--- config.mk ---
export PLATFORM = sky130hd
export DESIGN_NAME = memory_access_flat
export DESIGN_NICKNAME = d
export VERILOG_FILES = /design/src/rtl/memory_access_pkg.sv /design/src/rtl/memory_access_if.sv /design/src/rtl/memory_access_lsu_align.sv /design/src/rtl/memory_access.sv /design/src/flat_wrapper.sv
export SDC_FILE = /design/constraint.sdc
export NUM_CORES = 1
export LEC_CHECK = 0
export CELL_PAD_IN_SITES_DETAIL_PLACEMENT = 0
export CELL_PAD_IN_SITES_GLOBAL_PLACEMENT = 1
export CORE_ASPECT_RATIO = 1.4
export CORE_UTILIZATION = 40
export DETAILED_ROUTE_END_ITERATION = 7
export DONT_BUFFER_PORTS = 1
export PLACE_DENSITY_LB_ADDON = 0.1
export SYNTH_ARGS = -nofsm -noshare
export SYNTH_HDL_FRONTEND = slang
export SYNTH_SLANG_ARGS = --single-unit
--- constraint.sdc ---
create_clock -name clock -period 1.9 [get_ports clock]
set_input_delay 0.19 -clock clock [delete_from_list [all_inputs] [get_ports clock]]
set_output_delay 0.19 -clock clock [all_outputs]
set_load 0.01 [all_outputs]
--- src/rtl/memory_access_pkg.sv ---
// Shared encodings and FSM state type for the memory access pipeline stage.
package memory_access_pkg;

    localparam logic [6:0] OP_LOAD  = 7'b0000011;
    localparam logic [6:0] OP_STORE = 7'b0100011;
    localparam logic [6:0] OP_JAL   = 7'b1101111;
    localparam logic [6:0] OP_JALR  = 7'b1100111;

    localparam logic [2:0] BYTE   = 3'b000;
    localparam logic [2:0] HALF   = 3'b001;
    localparam logic [2:0] WORD   = 3'b010;
    localparam logic [2:0] BYTE_U = 3'b100;
    localparam logic [2:0] HALF_U = 3'b101;

    typedef enum logic [1:0] {IDLE, WAIT, DONE} state_t;

    function automatic logic is_mem_op(input logic [6:0] opcode);
        return (opcode == OP_LOAD) || (opcode == OP_STORE);
    endfunction

endpackage

--- src/rtl/memory_access_if.sv ---
// Data-memory req/ack bus between the memory access stage and data memory.
interface memory_access_if;

    logic        req;
    logic        we;
    logic [31:0] addr;
    logic [31:0] wdata;
    logic [3:0]  wstrb;
    logic        ack;
    logic [31:0] rdata;

    modport master (output req, we, addr, wdata, wstrb, input ack, rdata);
    modport slave  (input req, we, addr, wdata, wstrb, output ack, rdata);

endinterface

--- src/rtl/memory_access_lsu_align.sv ---
// Byte-lane steering: alignment check, store strobes/data and load right-alignment.
module lsu_align
    import memory_access_pkg::*;
(
    input  logic [2:0]  funct3,
    input  logic [1:0]  addr_lo,
    input  logic [31:0] rs2,
    input  logic [31:0] rdata,
    input  logic [1:0]  rdata_lo,
    output logic        misaligned,
    output logic [3:0]  wstrb,
    output logic [31:0] wdata,
    output logic [31:0] load_data
);

    always_comb begin
        // NOTE: every output gets a default first so no path through the case infers a latch.
        misaligned = 1'b0;
        wstrb      = 4'b1111;
        wdata      = rs2;
        case (funct3[1:0])
            BYTE[1:0]: begin
                wstrb = 4'b0001 << addr_lo;
                wdata = {4{rs2[7:0]}};
            end
            HALF[1:0]: begin
                misaligned = addr_lo[0];
                wstrb      = 4'b0011 << addr_lo;
                wdata      = {2{rs2[15:0]}};
            end
            WORD[1:0]: misaligned = |addr_lo;
            default: ;
        endcase
    end

    assign load_data = rdata >> {rdata_lo, 3'b000};

endmodule

--- src/rtl/memory_access.sv ---
// Memory access stage: one instruction in flight, req/ack data bus, single-entry output register.
module memory_access
    import memory_access_pkg::*;
#(
    parameter int ACK_TIMEOUT = 64,
    parameter int TCW         = 7
) (
    input  logic        clock,
    input  logic        reset,
    input  logic        in_valid,
    output logic        in_ready,
    input  logic [31:0] in_pc,
    input  logic [6:0]  in_opcode,
    input  logic [4:0]  in_rd,
    input  logic [2:0]  in_funct3,
    input  logic [31:0] in_alu_res,
    input  logic [31:0] in_rs2,
    memory_access_if.master dmem,
    output logic        out_valid,
    output logic [31:0] out_pc,
    output logic [6:0]  out_opcode,
    output logic [4:0]  out_rd,
    output logic [2:0]  out_funct3,
    output logic [31:0] out_alu_res,
    output logic [31:0] out_mem_res,
    output logic        misaligned,
    output logic        bus_err
);

    localparam logic [TCW-1:0] CNT_LAST = TCW'(ACK_TIMEOUT - 1);

    state_t         state, state_next;
    logic [TCW-1:0] cnt;
    logic           accept, go_wait, ack_hit, timeout;
    logic           align_mis;
    logic [3:0]     align_wstrb;
    logic [31:0]    align_wdata, load_data;

    // The load shift uses the captured address, which out_alu_res already holds.
    lsu_align u_align (
        .funct3     (in_funct3),
        .addr_lo    (in_alu_res[1:0]),
        .rs2        (in_rs2),
        .rdata      (dmem.rdata),
        .rdata_lo   (out_alu_res[1:0]),
        .misaligned (align_mis),
        .wstrb      (align_wstrb),
        .wdata      (align_wdata),
        .load_data  (load_data)
    );

    assign in_ready = (state != WAIT);

    always_comb begin
        accept     = in_valid && in_ready;
        go_wait    = accept && is_mem_op(in_opcode) && !align_mis;
        ack_hit    = (state == WAIT) && dmem.ack;
        timeout    = (state == WAIT) && !dmem.ack && (cnt == CNT_LAST);
        state_next = state;
        case (state)
            IDLE, DONE: state_next = accept ? (go_wait ? WAIT : DONE) : IDLE;
            WAIT:       if (ack_hit || timeout) state_next = DONE;
            default:    state_next = IDLE;
        endcase
    end

    always_ff @(posedge clock or negedge reset) begin
        if (!reset) state <= IDLE;
        else        state <= state_next;
    end

    // NOTE: sequential state uses non-blocking assignments so every register samples pre-edge values.
    always_ff @(posedge clock or negedge reset) begin
        if (!reset) begin
            cnt         <= '0;
            dmem.req    <= 1'b0;
            dmem.we     <= 1'b0;
            dmem.addr   <= '0;
            dmem.wdata  <= '0;
            dmem.wstrb  <= '0;
            out_valid   <= 1'b0;
            out_pc      <= '0;
            out_opcode  <= '0;
            out_rd      <= '0;
            out_funct3  <= '0;
            out_alu_res <= '0;
            out_mem_res <= '0;
            misaligned  <= 1'b0;
            bus_err     <= 1'b0;
        end else begin
            out_valid  <= (state_next == DONE);
            misaligned <= accept && is_mem_op(in_opcode) && align_mis;
            bus_err    <= timeout;
            if (accept) begin
                out_pc      <= in_pc;
                out_opcode  <= in_opcode;
                out_rd      <= in_rd;
                out_funct3  <= in_funct3;
                out_alu_res <= in_alu_res;
                out_mem_res <= '0;
                cnt         <= '0;
                if (go_wait) begin
                    dmem.req   <= 1'b1;
                    dmem.we    <= (in_opcode == OP_STORE);
                    dmem.addr  <= {in_alu_res[31:2], 2'b00};
                    dmem.wdata <= align_wdata;
                    dmem.wstrb <= (in_opcode == OP_STORE) ? align_wstrb : 4'b0000;
                end
            end else if (state == WAIT) begin
                if (ack_hit) begin
                    dmem.req <= 1'b0;
                    if (out_opcode == OP_LOAD) out_mem_res <= load_data;
                end else if (timeout) begin
                    dmem.req <= 1'b0;
                end else begin
                    cnt <= cnt + 1'b1;
                end
            end
        end
    end

endmodule

--- src/flat_wrapper.sv ---
// flat-port wrapper written by rule: the top's interface ports become plain ports
module memory_access_flat import memory_access_pkg::*;
#(
    parameter int ACK_TIMEOUT = 64,
    parameter int TCW         = 7
)
  (clock, reset, in_valid, in_ready, in_pc, in_opcode, in_rd, in_funct3, in_alu_res, in_rs2, out_valid, out_pc, out_opcode, out_rd, out_funct3, out_alu_res, out_mem_res, misaligned, bus_err, dmem_req, dmem_we, dmem_addr, dmem_wdata, dmem_wstrb, dmem_ack, dmem_rdata);
  memory_access_if dmem_i ();
  input  logic clock;
  input  logic reset;
  input  logic in_valid;
  output logic in_ready;
  input  logic [31:0] in_pc;
  input  logic [6:0] in_opcode;
  input  logic [4:0] in_rd;
  input  logic [2:0] in_funct3;
  input  logic [31:0] in_alu_res;
  input  logic [31:0] in_rs2;
  output logic out_valid;
  output logic [31:0] out_pc;
  output logic [6:0] out_opcode;
  output logic [4:0] out_rd;
  output logic [2:0] out_funct3;
  output logic [31:0] out_alu_res;
  output logic [31:0] out_mem_res;
  output logic misaligned;
  output logic bus_err;
  output wire logic [$bits(dmem_i.req)-1:0] dmem_req;
  output wire logic [$bits(dmem_i.we)-1:0] dmem_we;
  output wire logic [$bits(dmem_i.addr)-1:0] dmem_addr;
  output wire logic [$bits(dmem_i.wdata)-1:0] dmem_wdata;
  output wire logic [$bits(dmem_i.wstrb)-1:0] dmem_wstrb;
  input wire logic [$bits(dmem_i.ack)-1:0] dmem_ack;
  input wire logic [$bits(dmem_i.rdata)-1:0] dmem_rdata;
  assign dmem_req = dmem_i.req;
  assign dmem_we = dmem_i.we;
  assign dmem_addr = dmem_i.addr;
  assign dmem_wdata = dmem_i.wdata;
  assign dmem_wstrb = dmem_i.wstrb;
  assign dmem_i.ack = dmem_ack;
  assign dmem_i.rdata = dmem_rdata;
  memory_access #(.ACK_TIMEOUT(ACK_TIMEOUT), .TCW(TCW)) u_core (.clock(clock), .reset(reset), .in_valid(in_valid), .in_ready(in_ready), .in_pc(in_pc), .in_opcode(in_opcode), .in_rd(in_rd), .in_funct3(in_funct3), .in_alu_res(in_alu_res), .in_rs2(in_rs2), .dmem(dmem_i), .out_valid(out_valid), .out_pc(out_pc), .out_opcode(out_opcode), .out_rd(out_rd), .out_funct3(out_funct3), .out_alu_res(out_alu_res), .out_mem_res(out_mem_res), .misaligned(misaligned), .bus_err(bus_err));
endmodule
## Word level (Yosys, flattened, before mapping)

Index checks and enable logic that the tools add are counted.

- Input bits: 147
- Output and inout bits: 185
- Logic and storage cells: 77
- Flip-flop bits (word level): 191

- Reductions and logical operators: 23
- Equality and inequality tests: 13
- $add $sub $neg: 1
- Shift operators: 3
- Mux-type cells: 21

Operators by type and width:

| cell | count |
|---|---|
| $mux 32 | 4 |
| $pmux 32 s2 | 1 |
| $shr 32x5->32 | 1 |
| $mux 7 | 4 |
| $eq 7x2->1 const B | 2 |
| $eq 7x6->1 const B | 2 |
| $reduce_and 3->1 | 3 |
| $pmux 4 s2 | 1 |
| $add 7x1->7 const B | 1 |
| $logic_and 1x1->1 | 7 |
| $eq 2x2->1 const B | 3 |
| $mux 2 | 3 |
| $ne 2x1->1 const B | 3 |
| $reduce_bool 2->1 | 3 |
| $mux 1 | 5 |
| $eq 2x1->1 const B | 2 |
| $logic_not 2->1 | 2 |
| $mux 4 | 1 |
| $pmux 2 s2 | 1 |
| $reduce_or 2->1 | 2 |
| $shl 1x2->4 const A | 1 |
| $shl 2x2->4 const A | 1 |
| $reduce_bool 3->1 | 1 |
| $logic_not 1->1 | 2 |
| other kinds (4) | 5 |

## Depth between registers and ports, before layout

- Depth in word-level cells: 8
- Mapped depth: 9
- Mapped depth without buffers: 6

## Hierarchy

From an unflattened synthesis, not the netlist that was laid out.

- Cell total of the unflattened synthesis: 836
- Area total of the unflattened synthesis: 8,513.2 µm²

By module, submodules not included:

| module | instances | seq. area each (µm²) | area an instance (µm²) | cells an instance |
|---|---|---|---|---|
| memory_access | 1 | 4,779.6 | 7,452.1 | 673 |
| lsu_align | 1 | 0.0 | 1,061.0 | 163 |

## Least setup slack after synthesis

No wires, ideal clock.

- Path kind: input to register
- Start point: input port in_funct3[1]
- End point: register u_core.dmem.wdata[29]
- Data arrival time: 1.794 ns
- Slack: -0.020 ns
- Data required time: 1.775 ns
- Cell stages on the path: 8
- Buffers on the path: 3
- Library setup time: 0.125 ns
- Cells stage by stage: clkbuf_1 -> inv_1 -> ha_1 -> a21bo_1 -> nor2b_1 -> buf_6 -> buf_6 -> mux2_4

- Cells in the longest elaborated chain, start to end: 5
- Elaborated cells on any way between the ends: 8
- Classes of those cells: eq/ne (2); mux (2); reduce/logical (4)

Ends and longest elaborated chain:

| element | RTL line | RTL |
|---|---|---|
| start: declaration | flat_wrapper.sv:16 | `input logic [2:0] in_funct3;` |
| $eq 2x2->1 or $eq 2x1->1 (tied branches) | memory_access_lsu_align.sv:21 | `case (funct3[1:0])` |
| $pmux 1 s2 | memory_access_lsu_align.sv:21 |  |
| $logic_not 1->1 | memory_access.sv:56 | `go_wait = accept && is_mem_op(in_opcode) && !align_mis;` |
| $logic_and 1x1->1 | memory_access.sv:56 |  |
| $reduce_and 2->1 (no line) | n/a |  |
| end signal: assignment | memory_access.sv:106 | `dmem.wdata <= align_wdata;` |
| end: declaration | memory_access_if.sv:12 | `modport master (output req, we, addr, wdata, wstrb, input ack, rdata);` |

Several ways; a longest one is shown, not always the timed one.
A chain may end at the register's enable or synchronous reset.

## Worst setup path in the final report

- Start point: input port in_funct3[0]
- End point: register u_core.dmem.wdata[5]

- Cells in the longest elaborated chain, start to end: 5
- Elaborated cells on any way between the ends: 6
- Classes of those cells: eq/ne (2); mux (1); reduce/logical (3)

Ends and longest elaborated chain:

| element | RTL line |
|---|---|
| $eq 2x2->1 or $eq 2x1->1 (tied branches) | memory_access_lsu_align.sv:21 |
| $pmux 1 s2 * | memory_access_lsu_align.sv:21 |
| $logic_not 1->1 * | memory_access.sv:56 |
| $logic_and 1x1->1 * | memory_access.sv:56 |
| $reduce_and 2->1 (no line) * | n/a |

Mark *: on every way between the ends. The rest lies on a longest branch, timed or not.

==> results.json <==
{
  "status": "finished, violations left",
  "violations": "hold timing",
  "placedCellCount": 854,
  "syn2layout_area_growth_pct": 25.73,
  "netlist-cell-type-count": 47,
  "crit_type": "primary input to flip-flop",
  "final-setup-viol-count": 0,
  "synth_cells": 606,
  "overflow": 0,
  "path_clk_slew_ps": 60,
  "cts.path.max_buffers": 2,
  "p_per_area_nw_per_um2": 911.1,
  "cap_viol_max_count": 0,
  "synth-edff-count": 0,
  "synthArstFlopShare_pct": 100.0,
  "min_period_ps": 1853,
  "skew_ps": 11.09,
  "avgSynthCellArea_sq_um": 13.83,
  "cts_buffers": 17,
  "syn_area_sq_um": 8378,
  "worst_pin_slew_ps": 532.3,
  "hold_slack_ps": -547.6,
  "cp-end-kind": "flip-flop",
  "seq_area_frac_synth_pct": 57.05,
  "cts_tree": "yes",
  "vias_per_cell": 5.334,
  "finalWirelength_um": 21260,
  "ant_nets": 0,
  "clock_latency_ps": 430,
  "grt_max_degree": 192,
  "rsz0062_at_grt": "false",
  "routabilityCongestion": 0.7378,
  "ios": 332,
  "initialDrtViolationCount": 210,
  "drive_gt1_share_pct": 28.82,
  "initial_core_util_pct": 40.75,
  "fmax_mhz": 539.5,
  "route.detailed.wl_per_inst_um": 21.22,
  "htreeDepth": 4,
  "ys_ff_latch": 191,
  "vdd_ir_drop_max_uv": 549.7,
  "final.period_utilization_pct": 97.55,
  "relSlewSlack_pct": 64.44,
  "grt_pass1_wl_um": 33770,
  "die_w_um": 124.3,
  "drv_slew": 0,
  "crit_fanout": 16,
  "drc_errors": 0,
  "antenna_cells": 0,
  "fillers": 1776,
  "grt_pass1_vias": 5969,
  "cp-start-kind": "primary input",
  "holdCritPathClass": "primary input to asynchronous set/reset pin",
  "cts_hold_buf": 116,
  "final_cells": 1002,
  "required_ps": 2210,
  "dieArea_sq_um": 21540,
  "final.setup.tns_ps": 0,
  "gr-usage-all-layers_pct": 20.17,
  "port_buffers": 0,
  "rows": 62,
  "num_vias": 5345,
  "core_sq_um": 20560,
  "hold_viol": 191,
  "p_leak_nw": 4.796,
  "synth_ff_type": "dfrtp_1",
  "final_nets": 884,
  "antenna_found_initial": 0,
  "final_core_util_pct": 51.24,
  "cp.arrival_ps": 2170,
  "cts-root-buf": "clkbuf_16",
  "die_h_um": 173.2,
  "yosys_warnings": 0,
  "rr_worst_depth": 7,
  "hpwl_um": 14280,
  "first_pass_iters": 4,
  "clkSinkCount": 191
}
-- cell families (layout without fill, tap and decap cells) --
group	after synthesis	in the layout	synth area share (%)
AO/OA/AOI/OAI	78	78	6.526
XOR/XNOR	1	1	0.1046
adder cells (fa/ha/maj)	4	4	0.5974
buffers and inverters	45	184	3.704
flip-flops	191	191	57.05
multiplexers	175	175	25.87
other	1	2	0.04476
AND/OR/NAND/NOR	111	111	6.108
-- layer usage --
layer / GRT usage (%) / up-vias / part of all wire, %
met5: 0 / - / 0
met4: 6.225 / 0 / 1.4
met3: 7.963 / 18 / 8.8
met2: 34.55 / 236 / 51
met1: 22.96 / 2682 / 39
li1: - / 2409 / -
-- cell usage in the layout, fill, tap and decap left out, drive strengths merged, types with 11 or more instances in the layout --
master       Yosys  routed
mux2           146     146
dlygate4sd3      0     116
mux2i           29      29
dfrtp          191     191
a22o            24      24
nand2           75      75
inv              8      15
nand4           11      11
o21ai           29      29
buf             27      27
clkbuf           9      21
-- stage by stage --
step	setup slack [ps]	area (sq um)	power, mW	hold WS, ps
4_1_cts	12.96	10520	9.730	-577.5
3_5_place_dp	43.04	8763	5.820	-102.2
2_1_floorplan	101.5	8383	5.552	-105.6
3_3_place_gp	64.90	8763	5.791	-102.1
6_report	46.59	10530	9.598	-547.6
5_1_grt	1.607	10530	9.998	-580.3
-- final cells by class --
cell class,count,area [sq um],share of cell area [%]
Clock buffer,21,480.5,4.561
Tap cell,256,320.3,3.041
Clock inverter,11,117.6,1.117
Multi-Input combinational cell,371,3314,31.46
Timing Repair Buffer,143,1488,14.12
Inverter,9,33.78,0.3207
Sequential cell,191,4780,45.37
-- worst paths after layout --
path	endpoint	slack [ps]	start
setup reg to reg	u_core.dmem.wdata[5]	70	u_core.state[0]
min in group clock	u_core.out_mem_res[21]	10	dmem_rdata[29]
hold / removal	u_core.out_mem_res[27]	-550	reset
hold reg to reg	u_core.cnt[5]	490	u_core.cnt[5]
setup / recovery	u_core.dmem.wdata[5]	50	in_funct3[0]
max in group asynchronous	u_core.out_funct3[1]	2070	reset
-- power breakdown --
group	internal, mW	total (mW)	switching, mW
combinational	0.681	1.04	0.362
sequential	4.43	4.91	0.480
clock	1.99	3.65	1.66
-- worst max-delay path: stages --
cell,delay (ps)
dlygate4sd3_1,570
inv_2,50
ha_1,280
a21bo_1,220
nor2b_4,200
buf_12,160
buf_16,170
mux2_4,310
-- sequential cells by signal, indices dropped and copies added (netlist names) --
register and cells:
u_core.bus_err 1, u_core.dmem.req 1, u_core.out_funct3 3, u_core.cnt 7, u_core.dmem.wstrb 4, u_core.out_mem_res 32
u_core.out_rd 5, u_core.misaligned 1, u_core.out_alu_res 32, u_core.state 2, u_core.dmem.we 1, u_core.out_opcode 7
u_core.dmem.addr 30, u_core.out_valid 1, u_core.out_pc 32, u_core.dmem.wdata 32
-- cell usage after synthesis, types with 2 or more instances --
cell | n | area share [%]
nand2b_1 | 2 | 0.15
a22oi_1 | 8 | 0.72
a21oi_1 | 4 | 0.24
nand3_1 | 3 | 0.18
buf_4 | 2 | 0.18
ha_1 | 4 | 0.60
inv_1 | 7 | 0.31
nor2b_1 | 4 | 0.30
mux2_4 | 62 | 11
buf_2 | 16 | 0.96
nand2_1 | 75 | 3.4
nand4_1 | 11 | 0.82
buf_6 | 2 | 0.27
o31ai_1 | 2 | 0.18
dfrtp_1 | 191 | 57
clkbuf_1 | 8 | 0.36
mux2_2 | 84 | 11
a22o_1 | 24 | 2.5
nor2_1 | 7 | 0.31
mux2i_1 | 29 | 3.5
o21ai_0 | 27 | 1.6
o211ai_1 | 3 | 0.27
nor4_1 | 2 | 0.15
buf_12 | 6 | 1.4
-- timing repair --
action / CTS / global route
resized for setup: 0 / 3
setup buffers: 0 / 0
hold endpoints to repair: 350 / 191
endpoints found under the setup margin: 0 / 11
(Power assumes the default switching activity.)
